### src/rtl/sig_frame_pkg.sv
// Shared types and constants for the three-strobe frame decoder.
// Latency: n/a (package only).
// Backpressure: n/a (package only).
package sig_frame_pkg;

    localparam int NSIG = 3;

    typedef enum logic [1:0] {
        IDLE   = 2'd0,
        ACTIVE = 2'd1,
        REPORT = 2'd2
    } state_t;

    // All-ones value of a w-bit timestamp, meaning "edge not seen in this frame".
    // Callers truncate the result to their timestamp width.
    function automatic logic [31:0] ts_none(input int unsigned w);
        if (w >= 32) begin
            return 32'hFFFF_FFFF;
        end
        return (32'd1 << w) - 32'd1;
    endfunction

endpackage

### src/rtl/strobe_edge_det.sv
// Two-flop sampler for one idle-high strobe; reports sampled level and fall/rise pulses.
// Latency: fall/rise valid in the cycle after the posedge that first samples the new level.
// Backpressure: none (free-running).
//
// Ports: clk, rst (sync, active-high), sig (strobe in) -> level, fall, rise.
module strobe_edge_det (
    input  logic clk,
    input  logic rst,
    input  logic sig,
    output logic level,
    output logic fall,
    output logic rise
);

    logic       s_q, s_d;
    logic       p_q, p_d;
    // Arms edge detection only once p_q holds a genuine post-reset sample, so a
    // strobe already low when reset releases is not mistaken for a fresh fall.
    logic [1:0] arm_q, arm_d;

    always_comb begin
        s_d   = sig;
        p_d   = s_q;
        arm_d = {arm_q[0], 1'b1};
    end

    always_ff @(posedge clk) begin
        if (rst) begin
            s_q   <= 1'b1;
            p_q   <= 1'b1;
            arm_q <= 2'b00;
        end else begin
            s_q   <= s_d;
            p_q   <= p_d;
            arm_q <= arm_d;
        end
    end

    assign level = s_q;
    assign fall  = arm_q[1] & p_q & ~s_q;
    assign rise  = arm_q[1] & ~p_q & s_q;

endmodule

### src/rtl/sig_frame_decoder.sv
// Timestamps fall/rise edges of three idle-high strobes per frame, flags errors, emits one record per frame.
// Latency: frm_valid rises 2 posedges after the posedge sampling the completing rise (timeout: same path).
// Backpressure: record and all fields held while frm_valid & ~frm_ready; new edges ignored until accepted.
//
// Ports: clk, rst (sync, active-high), sig1..sig3 strobes, frm_ready in;
//        frm_valid, fall_ts/rise_ts (slice [i*TW +: TW] = sig(i+1)), err_dup, err_timeout, frame_cnt out.
module sig_frame_decoder
    import sig_frame_pkg::*;
#(
    parameter int TW      = 8,
    parameter int TIMEOUT = 63,
    parameter int CW      = 8
) (
    input  logic              clk,
    input  logic              rst,
    input  logic              sig1,
    input  logic              sig2,
    input  logic              sig3,
    input  logic              frm_ready,
    output logic              frm_valid,
    output logic [3*TW-1:0]   fall_ts,
    output logic [3*TW-1:0]   rise_ts,
    output logic              err_dup,
    output logic              err_timeout,
    output logic [CW-1:0]     frame_cnt
);

    localparam logic [TW-1:0] TS_NONE = TW'(ts_none(TW));
    localparam logic [TW-1:0] TIMER_LAST = TW'(TIMEOUT);

    logic [NSIG-1:0] sig_w;
    logic [NSIG-1:0] fall_w;
    logic [NSIG-1:0] rise_w;
    // Sampled levels are not needed: frame logic works purely on edges.
    logic [NSIG-1:0] unused_level;

    assign sig_w = {sig3, sig2, sig1};

    for (genvar g = 0; g < NSIG; g++) begin : g_det
        strobe_edge_det u_det (
            .clk   (clk),
            .rst   (rst),
            .sig   (sig_w[g]),
            .level (unused_level[g]),
            .fall  (fall_w[g]),
            .rise  (rise_w[g])
        );
    end

    state_t             state_q, state_d;
    logic [TW-1:0]      timer_q, timer_d;
    logic [NSIG-1:0]    fall_seen_q, fall_seen_d;
    logic [NSIG-1:0]    rise_seen_q, rise_seen_d;
    logic [3*TW-1:0]    fall_ts_q, fall_ts_d;
    logic [3*TW-1:0]    rise_ts_q, rise_ts_d;
    logic               err_dup_q, err_dup_d;
    logic               err_to_q, err_to_d;
    logic               frm_valid_q, frm_valid_d;
    logic [CW-1:0]      frame_cnt_q, frame_cnt_d;

    always_comb begin
        state_d     = state_q;
        timer_d     = timer_q;
        fall_seen_d = fall_seen_q;
        rise_seen_d = rise_seen_q;
        fall_ts_d   = fall_ts_q;
        rise_ts_d   = rise_ts_q;
        err_dup_d   = err_dup_q;
        err_to_d    = err_to_q;
        frm_valid_d = frm_valid_q;
        frame_cnt_d = frame_cnt_q;

        case (state_q)
            IDLE: begin
                timer_d     = '0;
                fall_seen_d = '0;
                rise_seen_d = '0;
                if (|fall_w) begin
                    state_d     = ACTIVE;
                    // The next cycle sees edges sampled one posedge after the first low.
                    timer_d     = TW'(1);
                    fall_seen_d = fall_w;
                    for (int i = 0; i < NSIG; i++) begin
                        fall_ts_d[i*TW +: TW] = fall_w[i] ? '0 : TS_NONE;
                        rise_ts_d[i*TW +: TW] = TS_NONE;
                    end
                end
            end

            ACTIVE: begin
                timer_d = timer_q + TW'(1);
                for (int i = 0; i < NSIG; i++) begin
                    if (fall_w[i]) begin
                        if (fall_seen_q[i]) begin
                            err_dup_d = 1'b1;
                        end else begin
                            fall_seen_d[i]        = 1'b1;
                            fall_ts_d[i*TW +: TW] = timer_q;
                        end
                    end
                    // Only the rise closing the first recorded pulse counts.
                    if (rise_w[i] && fall_seen_q[i] && !rise_seen_q[i]) begin
                        rise_seen_d[i]        = 1'b1;
                        rise_ts_d[i*TW +: TW] = timer_q;
                    end
                end
                // Completion is judged on this cycle's updates, so it beats a coincident timeout.
                if (&(fall_seen_d & rise_seen_d)) begin
                    state_d = REPORT;
                end else if (timer_q == TIMER_LAST) begin
                    state_d  = REPORT;
                    err_to_d = 1'b1;
                end
            end

            REPORT: begin
                if (!frm_valid_q) begin
                    frm_valid_d = 1'b1;
                end else if (frm_ready) begin
                    frm_valid_d = 1'b0;
                    state_d     = IDLE;
                    frame_cnt_d = frame_cnt_q + CW'(1);
                    err_dup_d   = 1'b0;
                    err_to_d    = 1'b0;
                end
            end

            default: begin
                state_d = IDLE;
            end
        endcase
    end

    always_ff @(posedge clk) begin
        if (rst) begin
            state_q     <= IDLE;
            timer_q     <= '0;
            fall_seen_q <= '0;
            rise_seen_q <= '0;
            fall_ts_q   <= '1;
            rise_ts_q   <= '1;
            err_dup_q   <= 1'b0;
            err_to_q    <= 1'b0;
            frm_valid_q <= 1'b0;
            frame_cnt_q <= '0;
        end else begin
            state_q     <= state_d;
            timer_q     <= timer_d;
            fall_seen_q <= fall_seen_d;
            rise_seen_q <= rise_seen_d;
            fall_ts_q   <= fall_ts_d;
            rise_ts_q   <= rise_ts_d;
            err_dup_q   <= err_dup_d;
            err_to_q    <= err_to_d;
            frm_valid_q <= frm_valid_d;
            frame_cnt_q <= frame_cnt_d;
        end
    end

    assign frm_valid   = frm_valid_q;
    assign fall_ts     = fall_ts_q;
    assign rise_ts     = rise_ts_q;
    assign err_dup     = err_dup_q;
    assign err_timeout = err_to_q;
    assign frame_cnt   = frame_cnt_q;

endmodule
### config.mk
export PLATFORM = sky130hd
export DESIGN_NAME = sig_frame_decoder
export DESIGN_NICKNAME = d
export VERILOG_FILES = /design/src/rtl/sig_frame_pkg.sv /design/src/rtl/strobe_edge_det.sv /design/src/rtl/sig_frame_decoder.sv
export SDC_FILE = /design/constraint.sdc
export NUM_CORES = 1
export LEC_CHECK = 0
export BUFFER_PORTS_ARGS = -buffer_cell sky130_fd_sc_hd__clkbuf_2
export CORE_MARGIN = 5
export CORE_UTILIZATION = 30
export CTS_CLUSTER_SIZE = 40
export DETAILED_ROUTE_END_ITERATION = 16
export PLACE_DENSITY_LB_ADDON = 0.05
export RECOVER_POWER = 25
export SETUP_SLACK_MARGIN = 0.1
export SYNTH_ARGS = -nofsm -noshare
export SYNTH_HDL_FRONTEND = slang
export SYNTH_SLANG_ARGS = --single-unit
### constraint.sdc
create_clock -name clk -period 4.5 [get_ports clk]
set_input_delay 0.45 -clock clk [delete_from_list [all_inputs] [get_ports clk]]
set_output_delay 0.45 -clock clk [all_outputs]
set_load 0.01 [all_outputs]
==> impl_metrics.json, run 1 <==
{
  "dieArea_um2": 13700,
  "min_period_over_period_pct": 64.5,
  "drv_cap": 1,
  "setup_tns_ns": 0,
  "worst-path-max-fanout": 24,
  "vias_per_cell": 4.93,
  "busiest_layer": "met2",
  "critPathMaxStageDelay_ns": 0.61,
  "row_count": 39,
  "postRouteAntennaNets": 0,
  "synth-simple-area-share_pct": 18.5,
  "gp_congestion": 0.765,
  "synth_edf_count": 0,
  "clockBufferDepth": 2,
  "synth_area_um2": 3450,
  "peakVddDrop_v": 0.000266,
  "drc": 0,
  "synth_largest_type_area_fraction_pct": 48.2,
  "layout_common_cells": "dfxtp_1, nor2_1, nand2_1",
  "syn-num-nets": 402,
  "numCtsBuffers": 9,
  "routed_wl_um": 9420,
  "postLayoutCoreUtil_pct": 36.5,
  "clkSlewWorstSetupHoldPaths_ns": 0.06,
  "coreArea_um2": 11400,
  "synthDistinctLibCells": 48,
  "max_slew_margin_pct": -2.44,
  "initial_core_util_pct": 30.4,
  "dr.pass1.iters": 4,
  "dp.cells": 577,
  "critPathKind": "reg -> reg",
  "synthAdderAreaFrac_pct": 2.18,
  "clkLatencyLatePin_ns": 0.34,
  "ioPinCount": 65,
  "diodes": 0,
  "use_met3_pct": 3.39,
  "hp-class": "in -> reg",
  "layout.nets": 457,
  "io_buffers": 64,
  "post-cts-setup-buffers": 0,
  "wire_per_inst_um": 15.9,
  "pre_cts_slack_ns": 1.56,
  "startpoint_type": "register",
  "p_int_uw": 1710,
  "grt_max_degree": 50,
  "yosys_warnings": 0,
  "mostFrequentLayoutCell": "dfxtp_1",
  "path_cells": "inv_1, ha_1, inv_1, nand2_1, o211ai_1, nand2_1, o211ai_1",
  "power_density_nw_per_um2": 685,
  "hold_violations": 0,
  "power.leakage_uw": 0.00168,
  "grtUsageMet2_pct": 20.9,
  "h-tree-depth": 3,
  "hpwl_um": 6450,
  "syn2layout_area_growth_pct": 20.2,
  "finalSetupViolCount": 0,
  "overflow": 0,
  "track_usage_pct": 14.3,
  "async_flop_share_pct": 0,
  "worstMarginPinSlew_ns": 1.54,
  "synth_compound_area_share_pct": 23.6,
  "ctsRootBufferMaster": "clkbuf_16",
  "cp.arrival_ns": 3.07,
  "ys.flop_type": "dfxtp_1",
  "finClkSkew_ns": 0.00688,
  "avgSynthCellArea_um2": 8.85,
  "crit_path_end_kind": "register",
  "vias": 2926,
  "synth_cells": 390,
  "stdcell_count": 593,
  "p_seq_share_pct": 35.0,
  "synth_mux_area_share_pct": 1.34,
  "report.final.slew_viol_count": 35,
  "rsz0062_at_grt": "no",
  "fmax_mhz": 345,
  "p_sw_uw": 1130,
  "p_sw_share_pct": 39.7,
  "dieHeight_um": 117,
  "design_power_total_uw": 2840,
  "period_minus_slack_ns": 2.90,
  "grtUsageMet1_pct": 20.3,
  "drive_gt1_share_pct": 15.8,
  "dieWidth_um": 117,
  "crit_required_ns": 4.67,
  "grt_pass1_vias": 2747,
  "grt_pass1_wl_um": 15000,
  "cts_tree": "done",
  "ctsHoldBuffers": 0,
  "antenna_found_initial": 0,
  "yosysSeqAreaShare_pct": 48.2,
  "yosys.area.top_type": "dfxtp_1",
  "synth_xor_area_share_pct": 2.79,
  "cpMaxStageDelayCell": "ha_1",
  "ys_top_cells_by_area": "dfxtp_1, nor2_1, o211ai_1",
  "layout_setup_ws_ns": 1.60,
  "drtIter0Drc": 109,
  "p_clk_share_pct": 27.0,
  "clock_sinks": 83,
  "power_frac_comb_pct": 38.0,
  "ys_ff_latch": 83,
  "cts_resized": 0,
  "failed_checks": "capacitance limit, slew limit",
  "status": "complete, but fails checks",
  "synth_top_family_by_area": "compound AO/OA/AOI/OAI gates"
}
-- worst max-delay path: cells and delay by family, from the launching register on --
kind	cells	cell delay, ns
buffers and inverters	2	0.67
adder cells (fa/ha/maj)	1	0.61
flip-flops	1	0.31
AND/OR/NAND/NOR	2	0.55
AO/OA/AOI/OAI	2	0.60
-- flip-flops by register name, summed over array words and instances, names as in the netlist --
register	count
rise_ts	24
err_timeout	1
g_det.u_det.arm_q	2
frame_cnt	8
state_q	2
g_det.u_det.level	3
g_det.u_det.p_q	3
err_dup	1
fall_seen_q	3
frm_valid	1
timer_q	8
fall_ts	24
rise_seen_q	3
-- metrics by stage --
step                hold WS (ns)  area, um^2
finish                     0.295        4150
global route               0.282        4150
CTS                        0.279        4180
detailed placement         0.425        3870
global placement           0.422        3870
floorplan                  0.414        3450
-- synthesized netlist by cell type (3+ instances only) --
cell type	instances
nand3_1	6
o21a_1	25
and3_1	4
nand2b_1	3
clkbuf_1	13
xnor2_1	3
o211ai_1	25
ha_1	6
nand2_1	39
dfxtp_1	83
or2_2	6
o21ai_1	18
o21ai_0	13
inv_1	7
a31oi_1	4
a21oi_1	11
xor2_1	8
nand3b_1	3
buf_2	7
and3b_2	3
nor3_1	4
nor2_1	64
-- final cells by class --
| type | instances | area, um^2 |
|---|---|---|
| clock buffer | 11 | 253 |
| clock inverter | 5 | 60.1 |
| fill | 1212 | 7220 |
| inverter | 8 | 30.0 |
| multi-input combinational | 278 | 1670 |
| sequential | 83 | 1660 |
| tap | 143 | 179 |
| timing repair buffer | 65 | 293 |
-- worst paths after layout --
check | to | from | cells past startpoint | slack [ns]
worst max-delay path | rise_ts[16]$_SDFFE_PP1P_ | state_q[1]$_SDFFE_PP0P_ | 7 | 1.60
worst min-delay path | g_det[0].u_det.level$_SDFF_PP1_ | sig1 | 2 | 0.29
worst max register to register | rise_ts[16]$_SDFFE_PP1P_ | state_q[1]$_SDFFE_PP0P_ | 7 | 1.60
worst min register to register | g_det[1].u_det.arm_q[1]$_SDFF_PP0_ | g_det[0].u_det.arm_q[0]$_DFF_P_ | 1 | 0.44
-- metal layers --
layer	vias up	part of all wire [%]
met5	-	0
met4	0	1.5
met3	11	5.2
met2	70	43
met1	1362	50
li1	1483	-
-- power by group through the flow --
stage	Combinational (uW)	Clock, uW	Sequential (uW)
floorplan	713	0	1060
global placement	1110	0	1010
detailed placement	1110	0	1010
CTS	1120	789	997
global route	1220	827	1020
finish	1080	767	995
-- kinds of logic after synthesis --
logic type      count (synthesis)
simple gates                  141
compound gates                116
flops                          83
buf+inv                        29
xor+xnor                       11
fa+ha+maj                       6
mux                             4
(Power assumes the default switching activity.)
==> run 2: changes to the inputs <==
ABC_AREA = 1   (was not set)
clock period = 2.9 ns   (was 4.5 ns; I/O delays follow)
==> run 2 against run 1 <==
Compared with the run above: critical path depth is 2 higher; register-to-register slack worse by 0.71 ns; via count rose by 6.1%; synthesized cell count is 19% higher; the run still ends with capacitance limit, slew limit left; maximum frequency rose by 44%; combinational power rose by 110%.
==> impl_metrics.json, run 2 <==
{
  "drc": 0,
  "grt_max_degree": 43,
  "worst-path-max-fanout": 16,
  "dieWidth_um": 117,
  "crit_required_ns": 3.06,
  "cts_resized": 0,
  "path_cells": "inv_1, ha_1, buf_4, nor2_1, nor2_4, nand2_1, inv_1, nand2_1, nand3_1",
  "io_buffers": 64,
  "cp.arrival_ns": 2.17,
  "grtUsageMet1_pct": 18.8,
  "path_buf_inv": 3,
  "overflow": 0,
  "dieHeight_um": 117,
  "max_slew_margin_pct": -32.8,
  "ctsHoldBuffers": 0,
  "ys.flop_type": "dfxtp_1",
  "yosysSeqAreaShare_pct": 48.2,
  "rsz0062_at_grt": "no",
  "layout_common_cells": "nand2_1, dfxtp_1, inv_1",
  "post-synth-top-count-cell": "nand2_1",
  "yosys_warnings": 0,
  "diodes": 0,
  "routed_wl_um": 9470,
  "post-cts-setup-buffers": 0,
  "report.final.slew_viol_count": 42,
  "cts_tree": "done",
  "n_fill_cell": 1230,
  "syn-num-nets": 477,
  "synth_commonest_cells": "nand2_1, dfxtp_1, inv_1",
  "ys_ff_latch": 83,
  "layout.nets": 542,
  "clkLatencyLatePin_ns": 0.33,
  "mostFrequentLayoutCell": "nand2_1",
  "grt_pass1_vias": 2950,
  "synth_area_um2": 3440,
  "ys_top_cells_by_area": "dfxtp_1, nand2_1, a21oi_1",
  "min_period_over_period_pct": 69.5,
  "numCtsBuffers": 9,
  "coreArea_um2": 11300,
  "vias_per_cell": 4.59,
  "use_met3_pct": 2.78,
  "antenna_found_initial": 0,
  "worstMarginPinSlew_ns": 1.99,
  "busiest_layer": "met2",
  "synth_cells": 465,
  "crit_cells": 9,
  "clock_sinks": 83,
  "crit_path_end_kind": "register",
  "drive_gt1_share_pct": 12.9,
  "setup_tns_ns": 0,
  "clockBufferDepth": 2,
  "hold_violations": 0,
  "power_density_nw_per_um2": 1250,
  "syn2layout_area_growth_pct": 21.0,
  "dieArea_um2": 13700,
  "synth_largest_type_area_fraction_pct": 48.2,
  "drtIter0Drc": 143,
  "async_flop_share_pct": 0,
  "wire_per_inst_um": 14.0,
  "path_delay_family": "simple AND/OR/NAND/NOR gates",
  "dr.pass1.iters": 4,
  "reg2regPathDepth": 9,
  "initial_core_util_pct": 30.4,
  "gp_congestion": 0.790,
  "failed_checks": "capacitance limit, slew limit",
  "period_minus_slack_ns": 2.01,
  "postRouteAntennaNets": 0,
  "clkSlewWorstSetupHoldPaths_ns": 0.06,
  "hp-class": "in -> reg",
  "peakVddDrop_v": 0.000466,
  "row_count": 39,
  "vias": 3104,
  "ctsRootBufferMaster": "clkbuf_16",
  "grtUsageMet2_pct": 23.6,
  "drv_cap": 1,
  "grt_pass1_wl_um": 15300,
  "synthDistinctLibCells": 30,
  "h-tree-depth": 3,
  "synth_edf_count": 0,
  "critPathMaxStageDelay_ns": 0.32,
  "status": "complete, but fails checks",
  "track_usage_pct": 14.5,
  "fmax_mhz": 496,
  "power.leakage_uw": 0.00193,
  "ioPinCount": 65,
  "cpMaxStageDelayCell": "dfxtp_1",
  "hpwl_um": 6940,
  "holdWs_ns": 0.138,
  "critPathKind": "reg -> reg",
  "yosys.area.top_type": "dfxtp_1",
  "finalSetupViolCount": 0,
  "startpoint_type": "register",
  "finClkSkew_ns": 0.00786,
  "worst_hold_path.num_cells": 2,
  "avgSynthCellArea_um2": 7.41
}
-- run 2: cell count changes in the layout (fill, tap and decap cells not counted), moves of 7 or more --
cell | before | now
o211ai_1 | 25 | 4
xor2_1 | 8 | 1
o21ai_0 | 13 | 34
inv_1 | 7 | 47
nand2_1 | 39 | 135
o21ai_1 | 18 | 4
nor2_1 | 64 | 24
o21a_1 | 25 | 1
a21oi_1 | 11 | 40
nand3_1 | 6 | 39
-- run 2: worst register-to-register path: stages (launching register included) --
cell and delay, ns:
dfxtp_1 0.32, inv_1 0.08, ha_1 0.25, buf_4 0.21
nor2_1 0.23, nor2_4 0.10, nand2_1 0.30, inv_1 0.18
nand2_1 0.10, nand3_1 0.07
-- run 2: where the power goes --
part / leakage (uW) / total, uW / internal [uW] / switching, uW
sequential: 0.000682 / 1750 / 1530 / 220
clock: 0.000155 / 1230 / 792 / 436
combinational: 0.00109 / 2220 / 744 / 1480
-- run 2: metal layers --
metal	vias up	wire length, um	share of wire, %
li1	1646	-	-
met1	1393	4620	49
met2	54	4320	46
met3	11	373	3.9
met4	0	155	1.6
met5	-	0	0
-- run 2: path summary, 6_finish.rpt --
kind | start | to | slack, ns
worst max-delay path | state_q[1]$_SDFFE_PP0P_ | rise_ts[3]$_SDFFE_PP1P_ | 0.89
worst min-delay path | sig2 | g_det[1].u_det.level$_SDFF_PP1_ | 0.14
worst min register to register | g_det[0].u_det.arm_q[0]$_DFF_P_ | g_det[1].u_det.arm_q[1]$_SDFF_PP0_ | 0.41
worst max register to register | state_q[1]$_SDFFE_PP0P_ | rise_ts[3]$_SDFFE_PP1P_ | 0.89
-- run 2: per-stage QoR --
step	utilization [%]	cell area [um^2]	power, uW	worst slack, ns	cells
detailed placement	34.4	3890	4090	0.910	662
global placement	34.4	3890	4090	0.938	662
floorplan	-	3440	3310	1.40	465
global route	36.8	4170	5700	0.654	676
finish	36.8	4170	5200	0.886	676
CTS	37.1	4210	5350	0.889	676
-- run 2: cell type report --
class	count	area [um^2]	area share [%]
clock buffer	12	256	6.16
clock inverter	2	60.1	1.44
inverter	51	191	4.59
multi-input combinational	315	1490	35.8
sequential	83	1660	39.9
tap	143	179	4.29
timing repair buffer	70	327	7.84
-- run 2: cell families (layout without fill, tap and decap cells) --
| group | Yosys count | in the layout | synth area share [%] |
|---|---|---|---|
| XOR/XNOR | 1 | 1 | 0.254 |
| AO/OA/AOI/OAI | 92 | 92 | 14.5 |
| AND/OR/NAND/NOR | 216 | 216 | 26.3 |
| flip-flops | 83 | 83 | 48.2 |
| adder cells (fa/ha/maj) | 6 | 6 | 2.18 |
| buffers and inverters | 67 | 135 | 8.46 |
